--- config.mk ---
export PLATFORM = sky130hd
export DESIGN_NAME = uart_tx_arbiter
export DESIGN_NICKNAME = d
export VERILOG_FILES = /design/src/rtl/uart_pkg.sv /design/src/rtl/rr_pick.sv /design/src/rtl/uart_tx_arbiter.sv
export SDC_FILE = /design/constraint.sdc
export NUM_CORES = 1
export LEC_CHECK = 0
export ABC_AREA = 1
export CAP_MARGIN = 10
export CORE_AREA = 2 2 71 59
export CTS_BUF_LIST = sky130_fd_sc_hd__clkbuf_4
export CTS_CLUSTER_SIZE = 25
export DETAILED_ROUTE_END_ITERATION = 12
export DIE_AREA = 0 0 73 61
export GPL_TIMING_DRIVEN = 0
export PLACE_DENSITY = 0.95
export SYNTH_ARGS = -nofsm -noshare
export SYNTH_HDL_FRONTEND = slang
export SYNTH_SLANG_ARGS = --single-unit
--- constraint.sdc ---
create_clock -name clk -period 2.6 [get_ports clk]
set_clock_uncertainty 0.05 [all_clocks]
set_input_delay 0.39 -clock clk [delete_from_list [all_inputs] [get_ports clk]]
set_output_delay 0.39 -clock clk [all_outputs]
set_load 0.02 [all_outputs]
--- src/rtl/uart_pkg.sv ---
// Shared definitions for the UART transmit path: byte width, source limit and
// the arbiter state encoding.
package uart_pkg;

  localparam int unsigned BYTE_W  = 8;
  localparam int unsigned MAX_SRC = 8;

  typedef enum logic [0:0] {
    ST_IDLE,
    ST_XFER
  } tx_state_e;

  // Increment with wrap at n, valid for any n (not just powers of two).
  function automatic int unsigned wrap_inc(int unsigned idx, int unsigned n);
    return (idx + 1 >= n) ? 0 : idx + 1;
  endfunction

endpackage

--- src/rtl/rr_pick.sv ---
// Combinational round-robin picker: first set request at or above ptr,
// wrapping modulo N. Returns one-hot, index and a found flag.
module rr_pick
  import uart_pkg::*;
#(
  parameter int unsigned N    = 4,
  parameter int unsigned IdxW = (N > 1) ? $clog2(N) : 1
) (
  input  logic [N-1:0]    req,
  input  logic [IdxW-1:0] ptr,
  output logic [N-1:0]    onehot,
  output logic [IdxW-1:0] idx,
  output logic            found
);

  int unsigned     cand;
  logic [IdxW-1:0] cand_idx;

  always_comb begin
    found    = 1'b0;
    idx      = '0;
    onehot   = '0;
    cand     = 0;
    cand_idx = '0;
    for (int unsigned i = 0; i < N; i++) begin
      cand     = (32'(ptr) + i) % N;
      cand_idx = IdxW'(cand);
      if (!found && req[cand_idx]) begin
        found = 1'b1;
        idx   = cand_idx;
      end
    end
    if (found) begin
      onehot[idx] = 1'b1;
    end
  end

endmodule

--- src/rtl/uart_tx_arbiter.sv ---
// Round-robin arbiter sharing the tx FIFO write port between byte-stream
// sources; grants are held for a whole frame and writes are paced 1-in-2.
module uart_tx_arbiter
  import uart_pkg::*;
#(
  parameter int unsigned NUM_REQ   = 4,
  parameter int unsigned MAX_FRAME = 64
) (
  input  logic                      clk,
  input  logic                      rst_n,
  input  logic [NUM_REQ-1:0]        src_valid,
  input  logic [BYTE_W*NUM_REQ-1:0] src_data,
  input  logic [NUM_REQ-1:0]        src_last,
  output logic [NUM_REQ-1:0]        src_ready,
  output logic [NUM_REQ-1:0]        grant,
  output logic                      fifo_write_req,
  output logic [BYTE_W-1:0]         fifo_write_data,
  input  logic                      full,
  output logic                      busy,
  output logic                      trunc
);

  localparam int unsigned IdxW   = $clog2(NUM_REQ);
  localparam logic [7:0]  MaxCnt = 8'(MAX_FRAME);

  tx_state_e           state_q, state_d;
  logic [NUM_REQ-1:0]  grant_q, grant_d;
  logic [IdxW-1:0]     gidx_q, gidx_d;
  logic [IdxW-1:0]     ptr_q, ptr_d;
  logic [7:0]          count_q, count_d;
  logic                wr_gap_q, wr_gap_d;
  logic                wreq_q, wreq_d;
  logic [BYTE_W-1:0]   wdata_q, wdata_d;
  logic                busy_q, busy_d;
  logic                trunc_q, trunc_d;

  logic [NUM_REQ-1:0]  pick_onehot;
  logic [IdxW-1:0]     pick_idx;
  logic                pick_found;
  logic [BYTE_W-1:0]   cur_byte;
  logic                cur_last;
  logic                accept;
  logic [7:0]          count_inc;
  logic                at_max;

  rr_pick #(
    .N    (NUM_REQ),
    .IdxW (IdxW)
  ) u_rr_pick (
    .req    (src_valid),
    .ptr    (ptr_q),
    .onehot (pick_onehot),
    .idx    (pick_idx),
    .found  (pick_found)
  );

  // The cycle after an accept is always a gap, leaving room for full to catch up.
  assign src_ready = (state_q == ST_XFER && !full && !wr_gap_q) ? grant_q : '0;
  assign accept    = |(src_valid & src_ready);
  assign cur_last  = |(src_last & grant_q);
  assign count_inc = count_q + 8'd1;
  assign at_max    = (count_inc == MaxCnt);

  always_comb begin
    cur_byte = '0;
    for (int i = 0; i < NUM_REQ; i++) begin
      if (grant_q[i]) begin
        cur_byte = src_data[i*BYTE_W +: BYTE_W];
      end
    end
  end

  always_comb begin
    state_d  = state_q;
    grant_d  = grant_q;
    gidx_d   = gidx_q;
    ptr_d    = ptr_q;
    count_d  = count_q;
    wr_gap_d = 1'b0;
    wreq_d   = 1'b0;
    wdata_d  = wdata_q;
    busy_d   = busy_q;
    trunc_d  = 1'b0;
    unique case (state_q)
      ST_IDLE: begin
        if (pick_found) begin
          grant_d = pick_onehot;
          gidx_d  = pick_idx;
          count_d = 8'd0;
          busy_d  = 1'b1;
          state_d = ST_XFER;
        end
      end
      ST_XFER: begin
        if (accept) begin
          wreq_d   = 1'b1;
          wdata_d  = cur_byte;
          wr_gap_d = 1'b1;
          count_d  = count_inc;
          if (cur_last || at_max) begin
            grant_d = '0;
            busy_d  = 1'b0;
            ptr_d   = IdxW'(wrap_inc(32'(gidx_q), NUM_REQ));
            trunc_d = !cur_last;
            state_d = ST_IDLE;
          end
        end
      end
      default: state_d = ST_IDLE;
    endcase
  end

  always_ff @(posedge clk) begin
    if (!rst_n) begin
      state_q  <= ST_IDLE;
      grant_q  <= '0;
      gidx_q   <= '0;
      ptr_q    <= '0;
      count_q  <= 8'd0;
      wr_gap_q <= 1'b0;
      wreq_q   <= 1'b0;
      wdata_q  <= '0;
      busy_q   <= 1'b0;
      trunc_q  <= 1'b0;
    end else begin
      state_q  <= state_d;
      grant_q  <= grant_d;
      gidx_q   <= gidx_d;
      ptr_q    <= ptr_d;
      count_q  <= count_d;
      wr_gap_q <= wr_gap_d;
      wreq_q   <= wreq_d;
      wdata_q  <= wdata_d;
      busy_q   <= busy_d;
      trunc_q  <= trunc_d;
    end
  end

  assign grant           = grant_q;
  assign fifo_write_req  = wreq_q;
  assign fifo_write_data = wdata_q;
  assign busy            = busy_q;
  assign trunc           = trunc_q;

endmodule
After elaboration in Yosys (flattened, before gate mapping)

Index checks and enable logic that the tools add are counted.

Register bits: 28
Input bits: 43

Add/subtract/negate cells: 5
Magnitude comparators: 7
Eq/ne operators: 4
Multiplexer cells: 40
Bitwise logic cells: 3
Reductions and logical operators: 22

Operators by type and width:

| kind                  | number |
|---|---|
| $mux W8               | 6 |
| $mux W1               | 16 |
| $mux W4               | 4 |
| $pmux W8 S2           | 1 |
| $lt A2 B3 Y1 const B  | 5 |
| $mux W2               | 5 |
| $add A8 B1 Y8 const B | 1 |
| $and A4 B4 Y4         | 2 |
| $bmux W1 S2           | 4 |
| $eq A8 B7 Y1 const B  | 1 |
| $pmux W4 S2           | 1 |
| $reduce_and A2 Y1     | 4 |
| $reduce_or A4 Y1      | 2 |
| $logic_and A1 B1 Y1   | 6 |
| $logic_not A1 Y1      | 6 |
| $reduce_and A3 Y1     | 2 |
| $add A2 B2 Y2 const B | 2 |
| $ne A2 B1 Y1 const B  | 2 |
| $pmux W1 S2           | 2 |
| $reduce_and A4 Y1     | 1 |
| $add A2 B1 Y3 const B | 1 |
| $ge A3 B3 Y1 const B  | 1 |
| $add A2 B1 Y2 const B | 1 |
| $demux W1 S2          | 1 |
| other kinds (4)       | 4 |

Longest topological paths before layout

Gate-level depths: netlist of run 1.

Depth in word-level cells: 18
Gate-level depth with buffers: 13
Gate-level depth less buffers: 12

Hierarchy

From an unflattened synthesis of run 1, not the netlist that was laid out.

Cell total of the unflattened synthesis: 298
Area, all modules: 1921.8 µm²

Modules (own cells, without submodules):

| module          | instances | cells an instance | area an instance (µm²) |
|---|---|---|---|
| uart_tx_arbiter | 1         | 231               | 1590.3 |
| rr_pick         | 1         | 67                | 331.6 |

Least setup slack after synthesis of run 1

Ideal clock, no wire load.

Path kind: reg2reg
Start point: register grant_q[3], in the netlist grant[3]
End point: register count_q[3]
Setup time: 0.131 ns
Arrival time: 1.712 ns
Path slack: 0.708 ns
Cell stages (with the launch flop): 10
Cell sequence: dfxtp_1 clkinv_1 nor2_1 nand2_1 nand4_4 inv_4 nand2_4 clkinv_2 nand2_1 a21oi_2

Word-level cells in the longest chain between the ends: 5

RTL lines:

| element                            | RTL line               | source |
|---|---|---|
| from (decl)                        | uart_tx_arbiter.sv:27  | `logic [NUM_REQ-1:0] grant_q, grant_d;` |
| from (signal assigned)             | uart_tx_arbiter.sv:127 | `grant_q <= grant_d;` |
| $mux W4                            | uart_tx_arbiter.sv:58  | `assign src_ready = (state_q == ST_XFER && !full && !wr_gap_q) ? grant_q : '0;` |
| named net src_ready[3]             | uart_tx_arbiter.sv:14  | `output logic [NUM_REQ-1:0] src_ready,` |
| $and A4 B4 Y4                      | uart_tx_arbiter.sv:59  | `assign accept = \|(src_valid & src_ready);` |
| $reduce_or A4 Y1                   | uart_tx_arbiter.sv:59  |  |
| $ne A2 B1 Y1 (no source line)      | --                     |  |
| $reduce_and A2 Y1 (no source line) | --                     |  |
| to (signal assigned)               | uart_tx_arbiter.sv:130 | `count_q <= count_d;` |
| to (decl)                          | uart_tx_arbiter.sv:30  | `logic [7:0] count_q, count_d;` |

The timed path passes the listed nets, and every way through them passes these cells.
A chain may end at the register's enable or synchronous reset.

Worst setup path in the final report of run 1

Start point: register grant_q[1], in the netlist grant[1]
End point: output port src_ready[1]

Word-level cells in the longest chain between the ends: 1

RTL lines:

| element   | RTL line |
|---|---|
| $mux W4   | uart_tx_arbiter.sv:58 |
| to (decl) | uart_tx_arbiter.sv:14 |

No other way between the ends.

==> qor.csv, run 1 <==
metric,value,unit
status,"finished, final reports clean",
fill count,310,
full die area,0.00445,sq mm
fin nets,395,
crit path capture type,primary output,
Slew HR,0.651,
ANT cells,0,
crit-path cells,"clkinv_1, nor2_1, clkdlybuf4s50_1",
sequential share of the synthesized area,0.304,
Initial Util,0.495,
# DRC,0,
Seq. cell area,561,sq um
Cells after Synth,284,
Worst-Skew Late Latency,0.34,ns
Row Count,20,
Post-DP HPWL,4090,microns
MaxCap Viol Count,0,
worst path bufs/invs,2,
Fmax,0.426,GHz
CP startpoint kind,flip-flop,
Wirelength per Cell,13.3,microns
power per cell area,375,mW/mm^2
Post-CTS Setup Bufs,0,
CP peak stage delay,0.62,ns
RSZ-0062 raised after global routing,false,
most common library cells after synthesis,"nand2_1 (89), a21oi_1 (30), nand3_1 (30)",
clock buffer depth,2,
distinct cell type count after synthesis,34,
Crit-path slowest cell,clkdlybuf4s50_1,
layout cells sized above 1,0.103,
Chip Height,61,microns
DR iter-0 viols,137,
"Min Clock Period, post-route",2.35,ns
Worst Hold Class,flip-flop to flip-flop,
all-layer global routing usage,0.243,
Max Slew Vio Count,0,
hold slack,0.425,ns
VDD IR max,0.000291,V
number of synthesized flops with an enable pin,0,
Synth warnings,0,
die width,73,microns
TritonCTS clock tree,done,
Worst-path clk slew,0.16,ns
Hold Buf Count CTS,0,
critical path's top delay family,buffers and inverters,
multi-input combinational cell area,0.00113,sq mm
CTS sink cnt,28,
core area,0.00373,sq mm
Slew @ Worst Pin,0.524,ns
min-delay src,fifo_write_data[0],
Routed WL,5250,microns
"FF+latch count, synth",28,
Setup Viol. Count Final,0,
first-pass GRT wire length,8540,microns
via density per instance,5.37,
top cell type's share of synthesized area,0.304,
vias in the first global route,1896,
Worst EP required,2.16,ns
Final Hold Fails,0,
# IOs,62,
GRT overflow,0,
htree depth,1,
antenna violations before repair,0,
Total Negative Setup Slacks,0,ns
synthesized net count,329,
Synth area leaders,"dfxtp_1 (30%), nand2_1 (18%), a21oi_1 (8.1%), nand3_1 (8.1%), nor2_1 (4.1%)",
# resized after CTS,0,
first-pass iteration count of the detailed router,4,
arrival time at the worst endpoint,1.91,ns
largest net degree at the start of global routing,17,
Area Overhead vs Synth,38.9,%
leakage,1.08,nW
CTS root buf,clkbuf_4,
placer congestion estimate,0.965,
ys flop type,dfxtp_1,
critical path type,flip-flop to primary output,
PortBufs,61,
vias,2110,
most common cell in the netlist,nand2_1,
r2r startpoint,grant[1],
mapped cell area,0.00185,sq mm
final antenna-violating net count,0,
worst-path fanout max,9,
Synth area leader,dfxtp_1,
final worst-path cycle share,0.904,
Mean Syn Cell Area,6.50,sq um
TritonCTS Buffers,3,
"FFs w/ async S/R, synth",0,
CP Launch Point,grant[1],
cell families (layout without fill, tap and decap cells):
kind of cell / Yosys count / count (layout) / share of synthesized area
adders and majority gates: 2 / 2 / 0.0136
and+or+nand+nor: 159 / 159 / 0.414
DFF: 28 / 28 / 0.304
AOI/OAI and AO/OA: 59 / 59 / 0.183
buffers and inverters: 35 / 100 / 0.0814
xor gates and xnor gates: 1 / 1 / 0.00475
layer usage:
metal | vias up | global-route usage | share of wire
li1 | 1070 | - | -
met1 | 958 | 0.326 | 0.46
met2 | 74 | 0.412 | 0.46
met4 | 0 | 0.0635 | 0.013
met5 | - | 0 | 0
met3 | 8 | 0.0382 | 0.064
layout by cell type, fill, tap and decap left out, types with 2 or more instances in the layout:
| cell | instances |
|---|---|
| clkinv_1 | 2 |
| inv_1 | 16 |
| a21oi_1 | 30 |
| clkdlybuf4s50_1 | 61 |
| o21ai_1 | 2 |
| o21ai_2 | 2 |
| o211ai_1 | 8 |
| nor2_1 | 20 |
| o21ai_0 | 12 |
| dfxtp_1 | 28 |
| nand2_4 | 3 |
| clkbuf_1 | 6 |
| inv_2 | 6 |
| nand2_1 | 89 |
| clkbuf_4 | 3 |
| nand3_2 | 2 |
| nand4_1 | 2 |
| buf_4 | 2 |
| ha_1 | 2 |
| nand2_2 | 7 |
| nand3_1 | 30 |
area by class of cell:
class / instances / area share
clock inverter: 1 / 0.0117
multi-input combinational: 221 / 0.443
buffer: 9 / 0.0190
tap: 44 / 0.0215
clock buffer: 3 / 0.00878
inverter: 26 / 0.0395
timing repair buffer: 61 / 0.238
sequential: 28 / 0.219
final timing paths:
check	slack, ns	end	cells past startpoint
setup / recovery	0.25	src_ready[1]	3
hold / removal	0.43	fifo_write_data[0]	2
setup reg to reg	0.75	count_q[7]	9
hold reg to reg	0.43	fifo_write_data[0]	2
where the power goes:
group	internal, mW	switching, mW	total, mW	leakage (nW)
clock	0.156	0.133	0.289	0.0279
combinational	0.109	0.117	0.226	0.829
sequential	0.440	0.00742	0.447	0.227
metrics by stage:
step	total power, mW	setup slack (ns)	utilization	instance area [sq um]	cells
2_1_floorplan	0.572	0.708	-	1850	284
3_3_place_gp	0.674	0.373	0.673	2510	389
3_5_place_dp	0.679	0.368	0.673	2510	389
4_1_cts	0.962	0.283	0.688	2560	393
5_1_grt	1.01	0.203	0.688	2560	393
6_report	0.962	0.250	0.688	2560	393
sequential cells by signal, summed over array words and instances, names as in the netlist:
name and cells:
grant 4, busy 1, trunc 1, gidx_q 2, fifo_write_data 8, ptr_q 2
fifo_write_req 1, count_q 8, state_q 1
worst min-delay path: cells and delay by family (launching register included):
family / cells / cell delay [ns]
flip-flops: 1 / 0.33
AND/OR/NAND/NOR: 1 / 0.06
AO/OA/AOI/OAI: 1 / 0.06
Power figures use the tool's default switching activity.
==> inputs of run 2 (changes only) <==
Settings changed: REMOVE_ABC_BUFFERS set to 1.
==> run 2 against run 1 <==
Utilization is 1.2 points lower. Count of clock-buffer cells in the layout stayed put. Sequential power rose by 2%. Combinational power is 6% lower. Total power fell by 0.73%. Hold slack about the same. Register-to-register slack worse by 0.22 ns. Routed wire length decreased by 3.0%. Global-route usage fell by 0.96 points. Fmax is 5.2% lower. Worst setup slack worse by 0.13 ns. Critical endpoint is now src_ready[2].
==> qor.csv, run 2 (synthesis results as in run 1) <==
metric,value,unit,change
critical path type,flip-flop to primary output,,
r2r setup slk,0.53,ns,-0.22 ns
antenna violations before repair,0,,unchanged
Initial Util,0.495,,unchanged
largest net degree at the start of global routing,23,,+6
final antenna-violating net count,0,,unchanged
ANT cells,0,,unchanged
WHS Path Cells,2,,unchanged
status,"finished, final reports clean",,
Crit-path slowest cell,clkdlybuf4s50_1,,
Final Hold Fails,0,,unchanged
Worst-path clk slew,0.16,ns,about the same
clock buffer depth,2,,unchanged
DR iter-0 viols,147,,+7.3%
Wirelength per Cell,13.2,microns,-0.76%
CP peak stage delay,0.64,ns,+0.02 ns
crit-path cells,"inv_1, nor2_1, clkdlybuf4s50_1",,
TritonCTS Buffers,3,,unchanged
Chip Height,61,microns,unchanged
Post-CTS Setup Bufs,0,,unchanged
cells on worst reg2reg path,9,,unchanged
Row Count,20,,unchanged
final core occ,0.676,,-0.0117
RSZ-0062 raised after global routing,false,,
vias in the first global route,1879,,-0.90%
MaxCap Viol Count,0,,unchanged
Critical R2R Capture,count_q[2],,
Fmax,0.403,GHz,-5.2%
core area,0.00373,sq mm,unchanged
# DRC,0,,unchanged
# IOs,62,,unchanged
PortBufs,61,,unchanged
vias,2139,,+1.4%
Slew @ Worst Pin,0.797,ns,+0.273 ns
CTS root buf,clkbuf_4,,
arrival time at the worst endpoint,2.04,ns,+0.13 ns
Worst EP required,2.16,ns,about the same
crit path capture type,primary output,,
full die area,0.00445,sq mm,unchanged
via density per instance,5.57,,+3.8%
Total Negative Setup Slacks,0,ns,unchanged
fin nets,386,,-2.3%
Post-DP HPWL,3900,microns,-4.5%
critical path's top delay family,buffers and inverters,,
Hold EP,fifo_write_data[5],,
placer congestion estimate,0.873,,-9.6%
first-pass iteration count of the detailed router,4,,unchanged
CP startpoint kind,flip-flop,,
Routed WL,5090,microns,-3.0%
power per cell area,379,mW/mm^2,+1.0%
Max Slew Vio Count,0,,unchanged
GRT overflow,0,,unchanged
VDD IR max,0.000208,V,-29%
"Min Clock Period, post-route",2.48,ns,+0.129 ns
Worst-Skew Late Latency,0.33,ns,about the same
Slew HR,0.468,,-0.182
Worst Hold Class,flip-flop to flip-flop,,
CTS sink cnt,28,,unchanged
min-delay src,fifo_write_data[5],,
htree depth,1,,unchanged
Setup Viol. Count Final,0,,unchanged
worst-path fanout max,12,,+3
all-layer global routing usage,0.234,,-0.00962
TritonCTS clock tree,done,,
first-pass GRT wire length,8240,microns,-3.6%
"commonest cells after routing, fill and taps aside","nand2_1 (89), clkdlybuf4s50_1 (61), nand3_1 (30), a21oi_1 (30), dfxtp_1 (27)",,
final worst-path cycle share,0.953,,+0.0497
leakage,1.06,nW,-2.2%
die width,73,microns,unchanged
worst path bufs/invs,2,,unchanged
layout cells sized above 1,0.103,,-0.000211
Area Overhead vs Synth,36.5,%,
"commonest non-fill, non-tap cell in the layout",nand2_1,,
r2r startpoint,grant[1],,
-- run 2: cell count changes in the layout (fill, tap and decap cells not counted), sizes merged --
cell,previous run,this run
buf,3,0
clkbuf,9,3
clkinv,3,2
clkinvlp,0,1
-- run 2: power breakdown --
group / internal (mW) / switching (mW) / leakage [nW]
logic: 0.106 / 0.106 / 0.805
clock network: 0.156 / 0.131 / 0.0279
registers: 0.440 / 0.0165 / 0.227
total: 0.702 / 0.253 / 1.06
-- run 2: how the worst max path moves through the flow --
| stage | start | end | slack (ns) | depth (start not counted) |
|---|---|---|---|---|
| 2_1_floorplan | grant[1] | count_q[3] | 0.42 | 9 |
| 3_3_place_gp | full | src_ready[3] | 0.37 | 5 |
| 3_5_place_dp | full | src_ready[3] | 0.34 | 5 |
| 4_1_cts | grant[3] | src_ready[3] | 0.08 | 3 |
| 5_1_grt | grant[2] | src_ready[2] | 0.01 | 3 |
| 6_report | grant[2] | src_ready[2] | 0.12 | 3 |
-- run 2: tightest hold or removal path, cell delays in order (launching register included) --
cell and delay, ns:
dfxtp_1 0.34, nand2_1 0.06, a21oi_1 0.05
-- run 2: layout make-up --
cell class / instances / area [sq um]
clock buffers: 3 / 22.5
clock inverters: 1 / 30.0
fillers: 295 / 1210
inverters: 26 / 105
multi-input cells: 221 / 1130
flip-flops and latches: 28 / 562
well taps: 44 / 55.1
repair buffers: 61 / 611
-- run 2: per-layer routing --
metal | up-vias | global-route usage | share of wire
li1 | 1058 | - | -
met1 | 978 | 0.300 | 0.44
met2 | 99 | 0.413 | 0.48
met3 | 4 | 0.0465 | 0.080
met4 | 0 | 0.0450 | 0.0059
met5 | - | 0 | 0
-- run 2: stage by stage --
stage               instance area (sq um)  worst slack [ns]  hold WS [ns]  power (mW)  cells
floorplan                            1800             0.425         0.398       0.568    275
global placement                     2460             0.366         0.402       0.668    380
detailed placement                   2460             0.344         0.409       0.675    380
CTS                                  2520            0.0784         0.430       0.958    384
global route                         2520            0.0150         0.452        1.00    384
finish                               2520             0.121         0.425       0.955    384
-- run 2: what timing repair did --
| item | CTS | global route |
|---|---|---|
| resized for setup | 1 | 1 |
| endpoints found under the hold margin | 0 | 0 |
| setup endpoints to repair | 1 | 1 |
| hold buffers | 0 | 0 |
